[src/rtl/mul4_eval_pkg.sv]
// Shared types, constants and helpers for the 4-word multiplier fitness scorer.
package mul4_eval_pkg;

  typedef enum logic [1:0] {
    ST_IDLE,
    ST_DRIVE,
    ST_SCORE,
    ST_DONE
  } eval_state_t;

  localparam logic [31:0] LFSR32_MASK    = 32'h8020_0003;
  localparam logic [31:0] DEFAULT_SEED_A = 32'h0000_0001;
  localparam logic [31:0] DEFAULT_SEED_B = 32'h0000_0001;

  function automatic logic [6:0] popcount64(input logic [63:0] v);
    logic [6:0] n;
    n = '0;
    for (int i = 0; i < 64; i++) n += 7'(v[i]);
    return n;
  endfunction

endpackage

[src/rtl/lfsr32.sv]
// 32-bit right-shifting Galois LFSR; reset and load both return it to the seed.
module lfsr32
  import mul4_eval_pkg::*;
(
  input  logic        clk,
  input  logic        rst,
  input  logic        load,
  input  logic [31:0] seed,
  input  logic        step,
  output logic [31:0] q
);

  logic [31:0] q_d;

  always_comb begin
    q_d = q;
    if (load)      q_d = seed;
    else if (step) q_d = (q >> 1) ^ (q[0] ? LFSR32_MASK : 32'h0);
  end

  // NOTE: sequential state uses non-blocking assignments so every register
  // samples the pre-edge values of its neighbours.
  always_ff @(posedge clk) begin
    if (rst) q <= seed;
    else     q <= q_d;
  end

endmodule

[src/rtl/mul4_fitness_scorer.sv]
// Drives LFSR stimulus into a combinational candidate multiplier and scores its
// four result words against a golden 32x32 product, two cycles per vector.
module mul4_fitness_scorer
  import mul4_eval_pkg::*;
#(
  parameter int          NUM_VECTORS = 256,
  parameter logic [31:0] SEED_A      = DEFAULT_SEED_A,
  parameter logic [31:0] SEED_B      = DEFAULT_SEED_B,
  localparam int         SW          = $clog2(64 * NUM_VECTORS + 1),
  localparam int         HW          = $clog2(4 * NUM_VECTORS + 1)
) (
  input  logic          clk,
  input  logic          rst,
  input  logic          start,
  output logic          busy,
  output logic          done,
  output logic [15:0]   dut_a1,
  output logic [15:0]   dut_a0,
  output logic [15:0]   dut_b1,
  output logic [15:0]   dut_b0,
  input  logic [15:0]   dut_y3,
  input  logic [15:0]   dut_y2,
  input  logic [15:0]   dut_y1,
  input  logic [15:0]   dut_y0,
  output logic [SW-1:0] score,
  output logic [HW-1:0] word_hits
);

  localparam int KW = $clog2(NUM_VECTORS + 1);

  eval_state_t   state_q, state_d;
  logic [KW-1:0] k_q, k_d;
  logic [31:0]   a_q, a_d, b_q, b_d;
  logic [63:0]   y_q, y_d, g_q, g_d;
  logic [SW-1:0] score_q, score_d;
  logic [HW-1:0] hits_q, hits_d;
  logic [31:0]   lfsr_a, lfsr_b;
  logic          lfsr_load, lfsr_step;
  logic [2:0]    lane_hits;

  // The LFSRs run one vector ahead: they step in DRIVE so SCORE can copy the
  // next vector straight into the stimulus registers.
  lfsr32 u_lfsr_a (
    .clk  (clk),
    .rst  (rst),
    .load (lfsr_load),
    .seed (SEED_A),
    .step (lfsr_step),
    .q    (lfsr_a)
  );

  lfsr32 u_lfsr_b (
    .clk  (clk),
    .rst  (rst),
    .load (lfsr_load),
    .seed (SEED_B),
    .step (lfsr_step),
    .q    (lfsr_b)
  );

  always_comb begin
    lane_hits = '0;
    for (int i = 0; i < 4; i++)
      lane_hits += 3'(y_q[16*i +: 16] == g_q[16*i +: 16]);
  end

  // NOTE: every signal assigned here gets a default first, so no path can
  // leave one unassigned and infer a latch.
  always_comb begin
    state_d   = state_q;
    k_d       = k_q;
    a_d       = a_q;
    b_d       = b_q;
    y_d       = y_q;
    g_d       = g_q;
    score_d   = score_q;
    hits_d    = hits_q;
    lfsr_load = 1'b0;
    lfsr_step = 1'b0;
    unique case (state_q)
      ST_IDLE: begin
        if (start) begin
          lfsr_load = 1'b1;
          a_d       = SEED_A;
          b_d       = SEED_B;
          score_d   = '0;
          hits_d    = '0;
          k_d       = '0;
          state_d   = ST_DRIVE;
        end
      end
      ST_DRIVE: begin
        y_d       = {dut_y3, dut_y2, dut_y1, dut_y0};
        g_d       = 64'(a_q) * 64'(b_q);
        lfsr_step = 1'b1;
        state_d   = ST_SCORE;
      end
      ST_SCORE: begin
        score_d = score_q + SW'(popcount64(~(y_q ^ g_q)));
        hits_d  = hits_q + HW'(lane_hits);
        a_d     = lfsr_a;
        b_d     = lfsr_b;
        if (k_q == KW'(NUM_VECTORS - 1)) begin
          state_d = ST_DONE;
        end else begin
          k_d     = k_q + KW'(1);
          state_d = ST_DRIVE;
        end
      end
      ST_DONE: state_d = ST_IDLE;
      default: state_d = ST_IDLE;
    endcase
  end

  always_ff @(posedge clk) begin
    if (rst) begin
      state_q <= ST_IDLE;
      k_q     <= '0;
      a_q     <= '0;
      b_q     <= '0;
      score_q <= '0;
      hits_q  <= '0;
    end else begin
      state_q <= state_d;
      k_q     <= k_d;
      a_q     <= a_d;
      b_q     <= b_d;
      score_q <= score_d;
      hits_q  <= hits_d;
    end
  end

  // NOTE: capture registers are always written in DRIVE before SCORE reads
  // them, so they carry no reset.
  always_ff @(posedge clk) begin
    y_q <= y_d;
    g_q <= g_d;
  end

  assign busy      = (state_q == ST_DRIVE) || (state_q == ST_SCORE);
  assign done      = (state_q == ST_DONE);
  assign {dut_a1, dut_a0} = a_q;
  assign {dut_b1, dut_b0} = b_q;
  assign score     = score_q;
  assign word_hits = hits_q;

endmodule
[config.mk]
export PLATFORM = sky130hd
export DESIGN_NAME = mul4_fitness_scorer
export DESIGN_NICKNAME = d
export VERILOG_FILES = /design/src/rtl/mul4_eval_pkg.sv /design/src/rtl/lfsr32.sv /design/src/rtl/mul4_fitness_scorer.sv
export SDC_FILE = /design/constraint.sdc
export NUM_CORES = 2
export LEC_CHECK = 0
export CORE_UTILIZATION = 45
export CTS_CLUSTER_SIZE = 12
export DETAILED_ROUTE_END_ITERATION = 12
export PLACE_DENSITY_LB_ADDON = 0.12
export SLEW_MARGIN = 20
export SYNTH_ARGS = -nofsm -noshare
export SYNTH_HDL_FRONTEND = slang
export SYNTH_SLANG_ARGS = --single-unit
[constraint.sdc]
create_clock -name clk -period 13.9 [get_ports clk]
set_clock_uncertainty 0.15 [all_clocks]
set_input_delay 1.39 -clock clk [delete_from_list [all_inputs] [get_ports clk]]
set_output_delay 1.39 -clock clk [all_outputs]
set_load 0.05 [all_outputs]
# --- Yosys cells after proc, flatten, opt, wreduce, memory -nomap -nowiden ---
# Cells that the tools add are included.
totals:
  n_memories: 0
  mem_bits_ro: 0
  latch_bits: 0
  register_bits: 293
  out_inout_bits: 92
  wordCells: 118
  ramBits: 0
  input_bits: 67
op_classes:
  reduce_logical: 6
  n_shift: 0
  multipliers: 1
  add_sub_neg: 69
  bitwise: 4
  mux: 18
  div: 0
  n_eq_ne: 10
  n_lt_le_gt_ge: 0
ops:
  columns: ["operator", "n"]
  rows:
  - ["adder 7 x 1 -> 7 bit", 57]
  - ["case mux 32 bit (2 select lines)", 2]
  - ["2-to-1 mux 32 bit", 3]
  - ["equality test 16 bit", 4]
  - ["multiplier 32 x 32 -> 64 bit", 1]
  - ["inverter 64 bit", 1]
  - ["XOR 31 x 32 -> 32 bit", 2]
  - ["XOR 64 bit", 1]
  - ["case mux 15 bit (2 select lines)", 1]
  - ["case mux 11 bit (2 select lines)", 1]
  - ["2-to-1 mux 9 bit", 2]
  - ["case mux 9 bit (2 select lines)", 1]
  - ["adder 15 x 7 -> 15 bit", 1]
  - ["2-to-1 mux 15 bit", 1]
  - ["adder 11 x 3 -> 11 bit", 1]
  - ["2-to-1 mux 11 bit", 1]
  - ["adder 9 x 1 -> 9 bit (second input constant)", 1]
  - ["equality test 9 x 8 -> 1 bit (second input constant)", 1]
  - ["case mux 2 bit (4 select lines)", 1]
  - ["adder 6 x 1 -> 7 bit", 1]
  - ["adder 2 x 1 -> 3 bit", 2]
  - ["adder 5 x 1 -> 6 bit", 1]
  - ["adder 4 x 1 -> 5 bit", 1]
  - ["adder 1 x 1 -> 2 bit", 2]
  - ["13 further kinds", 18]

# --- Logic depth before layout (Yosys ltp) ---
logic_depth:
  ltp_word: 67
  depth_mapped: 29
  mapped_depth_nobuf: 28

# --- By module ---
# From an unflattened synthesis, not the netlist that was laid out.
hier_totals:
  hier_cells: 4626
  hier_area_um2: 46190.6
by_module_without_submodules:
  columns: ["mod", "cells_each", "n_inst", "area_per_inst_um2"]
  rows:
  - ["mul4_fitness_scorer", 4482, 1, 43360.3]
  - ["lfsr32", 72, 2, 1415.1]

# --- Least setup slack after synthesis ---
# Ideal clock, no wire load.
synth_timing:
  kind: "reg2reg"
  start: "register b_q[8]"
  end: "register g_q[56], data pin"
  setup_ps: 265
  path_stages_with_launch: 26
  n_path_buf: 2
  t_required_ps: 13485
  setup_slack_ps: 6151
  arrival_ps: 7333
  synth_period_minus_slack_ps: 7749
  path_cell_list: "dfxtp_1 > clkbuf_1 > nand2_1 > fa_1 > inv_1 > fa_1 > inv_1 > fa_1 > inv_1 > fa_1 > fa_1 > fa_1 > fa_1 > fa_1 > ha_1 > clkbuf_1 > nand4_1 > inv_1 > a221oi_2 > nand3_1 > o31ai_1 > nor3_2 > a221oi_2 > o41a_1 > a211oi_1 > nor4b_2"
synth_between:
  elab_chain_len: 1
synth_lines:
  columns: ["item", "line_no", "text"]
  rows:
  - ["from (decl)", "mul4_fitness_scorer.sv:33", "logic [31:0] a_q, a_d, b_q, b_d;"]
  - ["from (signal assigned)", "mul4_fitness_scorer.sv:120", "b_q <= '0;"]
  - ["from (signal assigned)", "mul4_fitness_scorer.sv:127", "b_q <= b_d;"]
  - ["multiplier 32 x 32 -> 64 bit", "mul4_fitness_scorer.sv:94", "g_d = 64'(a_q) * 64'(b_q);"]
  - ["to (signal assigned)", "mul4_fitness_scorer.sv:137", "g_q <= g_d;"]
  - ["to (decl)", "mul4_fitness_scorer.sv:34", "logic [63:0] y_q, y_d, g_q, g_d;"]
# Every way passes these cells.
# A chain may end at the register's enable or synchronous reset.

# --- Worst setup path after layout ---
layout_timing:
  start: "register a_q[10]"
  end: "register g_q[41], data pin"
layout_between:
  elab_chain_len: 1
layout_lines:
  columns: ["item", "line_no", "text"]
  rows:
  - ["from (decl)", "mul4_fitness_scorer.sv:33", null]
  - ["from (signal assigned)", "mul4_fitness_scorer.sv:119", "a_q <= '0;"]
  - ["from (signal assigned)", "mul4_fitness_scorer.sv:126", "a_q <= a_d;"]
  - ["multiplier 32 x 32 -> 64 bit", "mul4_fitness_scorer.sv:94", null]
# Every way passes these cells.

==> run_results.csv <==
group,metric,value,unit
run_status,status,"complete, no violations",
clock_tree,root_buffer,"clkbuf_16",
route,first_iter_violations,1771,
global_route,grt_pass1_wl,202000,um
synth,synth_top_area_frac,0.419,
sta,rsz0062_at_grt,"false",
sta,setup_viol,0,
synth,netlist_area,45600,um2
placed_design,dp_worst_setup_slack,5.18,ns
synth,ys_seq_elements,293,
route,drc,0,
power,peakVddDrop,1.71,mV
layout,finalNonFillerCells,6098,
worst_hold_path,hp-class,"reg -> reg",
setup_path,crit_path_end_kind,"register",
setup_path,cp_slowest_cell,"dfxtp_1",
synth,ys_warn_count,0,
die,row_count,116,
layout,layout-drive-gt1-share,0.0302,
synth,ys_top_cells_by_count,"fa_1, inv_1, and2_1",
clock_tree,post_cts_buffers,0,
layout,area_growth,8.68,%
setup_path,cp_max_fo,26,
setup_path,critical_path_required,14.05,ns
global_route,grt_pass1_vias,34200,
clock_tree,worstSkewPairLatency,0.56,ns
worst_hold_path,hp-start,"score[6]$_SDFFE_PP0P_",
sta,setup-tns-final,0,ns
layout,final_nets,6031,
die,initial_utilization,0.455,
clock_tree,cts_htree_levels,2,
setup_path,start_kind,"register",
power,total_power,7.28,mW
sta,drv_slew,0,
setup_path,reg2reg_slack,5.32,ns
route,drtAntennaViolNets,0,
placed_design,dp.cells,6032,
global_route,antenna_found_initial,8,
die,pin_count,159,
synth,synthArstFlopShare,0,
clock_tree,clkSlewWorstSetupHoldPaths,0.06,ns
setup_path,cpPeakStageDelay,0.58,ns
sta,timing.hold.ws,0.337,ns
setup_path,reg2reg_depth,25,
worst_hold_path,whs_path_depth,2,
placed_design,dp_hpwl,98100,um
synth,seq_area_frac_synth,0.157,
sta,slew_headroom,0.270,
die,die_w,320,um
job,drv_cap,0,
synth,synth_area_leaders,"fa_1, edfxtp_1, ha_1, and2_1, inv_1",
global_route,grt_max_degree,81,
route,wl_per_cell,20.9,um
die,die_height,320,um
power,powerDensity,147,nW/um2
synth,synthCells,4698,
power,power.leakage,23.3,nW
layout,utilization,0.495,
clock_tree,cts_buffer_depth,3,
synth,syn_nets,6017,
worst_hold_path,holdPathEnd,"score[6]$_SDFFE_PP0P_",
die,die_area,103000,um2
sta,finalCriticalPeriod,8.58,ns
route,vias,31700,
clock_tree,cts_buffers,34,
sta,hold_viol_final,0,
sta,worst_pin_slew,1.09,ns
setup_path,crit_type,"reg -> reg",
route,routed_wl,128000,um
sta,max_freq,117,MHz
setup_path,r2r-end,"g_q[41]$_DFFE_PN_",
placed_design,portBuffers,158,
clock_tree,clock_sinks,293,
synth,synth-edff-count,128,
sta,timing.final.ws_setup,5.32,ns
clock_tree,hold_buffers,0,
route,dr.pass1.iters,6,
clock_tree,cts_resized,0,
synth,yosysTopAreaCell,"fa_1",
setup_path,arrival,8.73,ns
synth,synth_cell_types,73,
placed_design,place_congestion,0.880,
setup_path,r2r_start,"a_q[10]$_SDFFE_PP0P_",
synth,synth_ff_type,"dfxtp_1",
placed_design,placed_cell_area,48500,um2
layout,finalInstanceArea,49600,um2
route,viasPerCell,5.20,
global_route,grt_usage,0.259,
die,core,100000,um2
global_route,overflow,0,
sta,period_share,0.618,
clock_tree,cts_tree,"yes",
synth,synth.avg_cell_area,9.71,um2
synth,yosysMostFrequentCell,"fa_1",
setup_path,path_common_cell,"fa_1",
## routing by layer
layer,vias up,track usage,part of all wire
met4,0,0.0673,0.027
met2,799,0.447,0.50
met3,164,0.0285,0.052
li1,14100,-,-
met1,16600,0.345,0.42
met5,-,0,0
## critical path, delay by kind of cell, from the launching register on
| kind | cells | cell delay [ns] |
|---|---|---|
| adders and majority gates | 9 | 4.28 |
| AOI/OAI and AO/OA | 8 | 2.12 |
| buffers and inverters | 5 | 0.64 |
| DFF | 1 | 0.58 |
| and+or+nand+nor | 2 | 0.38 |
| xor gates and xnor gates | 1 | 0.17 |
## cell type report
| type | count | area (um2) |
|---|---|---|
| timing repair buffer | 228 | 2120 |
| sequential | 293 | 7150 |
| clock inverter | 10 | 70.1 |
| inverter | 954 | 3580 |
| clock buffer | 51 | 977 |
| multi-input combinational | 3201 | 34000 |
| fill | 9479 | 50700 |
| antenna | 4 | 10.0 |
| tap | 1357 | 1700 |
## logic make-up after synthesis
kind of cell	synth area share
flops	0.157
compound gates	0.0474
mux	0.0129
fa+ha+maj	0.500
simple gates	0.155
buf+inv	0.0992
xor+xnor	0.0282
## where the power goes
part | internal [mW] | total, mW | switching [mW] | leakage (nW)
logic | 2.41 | 5.38 | 2.97 | 20.2
clock network | 0.492 | 0.882 | 0.391 | 0.515
registers | 0.974 | 1.02 | 0.0458 | 2.55
total | 3.87 | 7.28 | 3.41 | 23.3
## worst max path at each step
stage	from	end	slack, ns	depth (start not counted)
3_3_place_gp	b_q[7]$_SDFFE_PP0P_	g_q[41]$_DFFE_PN_	5.29	24
3_5_place_dp	b_q[7]$_SDFFE_PP0P_	g_q[41]$_DFFE_PN_	5.18	24
2_1_floorplan	b_q[8]$_SDFFE_PP0P_	g_q[56]$_DFFE_PN_	6.15	25
6_report	a_q[10]$_SDFFE_PP0P_	g_q[41]$_DFFE_PN_	5.32	25
4_1_cts	b_q[7]$_SDFFE_PP0P_	g_q[41]$_DFFE_PN_	5.11	24
5_1_grt	a_q[10]$_SDFFE_PP0P_	g_q[41]$_DFFE_PN_	4.86	25
## flip-flops by register name, indices dropped and copies added (netlist names), 9 cells and up
register    count
y_q            64
u_lfsr_b.q     32
b_q            32
k_q             9
score          15
word_hits      11
u_lfsr_a.q     32
a_q            32
g_q            64
## placed cells by master, fill, tap and decap left out, types with 7 or more instances in the layout
| master | count |
|---|---|
| a211oi_1 | 8 |
| nor4_1 | 8 |
| nand2_1 | 519 |
| dfxtp_1 | 161 |
| o211ai_1 | 8 |
| edfxtp_1 | 128 |
| a31oi_1 | 7 |
| clkdlybuf4s50_1 | 157 |
| clkbuf_1 | 13 |
| a21oi_1 | 92 |
| a21o_1 | 27 |
| a22oi_1 | 66 |
| nand4_1 | 28 |
| clkbuf_16 | 36 |
| nor2_1 | 195 |
| fa_1 | 955 |
| nand3_1 | 15 |
| and2_1 | 581 |
| xor2_1 | 80 |
| o21ai_0 | 51 |
| mux2i_1 | 58 |
| o21bai_1 | 12 |
| buf_4 | 69 |
| xnor2_1 | 67 |
| nor3_1 | 17 |
| or3_1 | 9 |
| ha_1 | 296 |
| inv_1 | 954 |
| and3_1 | 13 |
No activity file was read; power rests on OpenSTA's default activity.
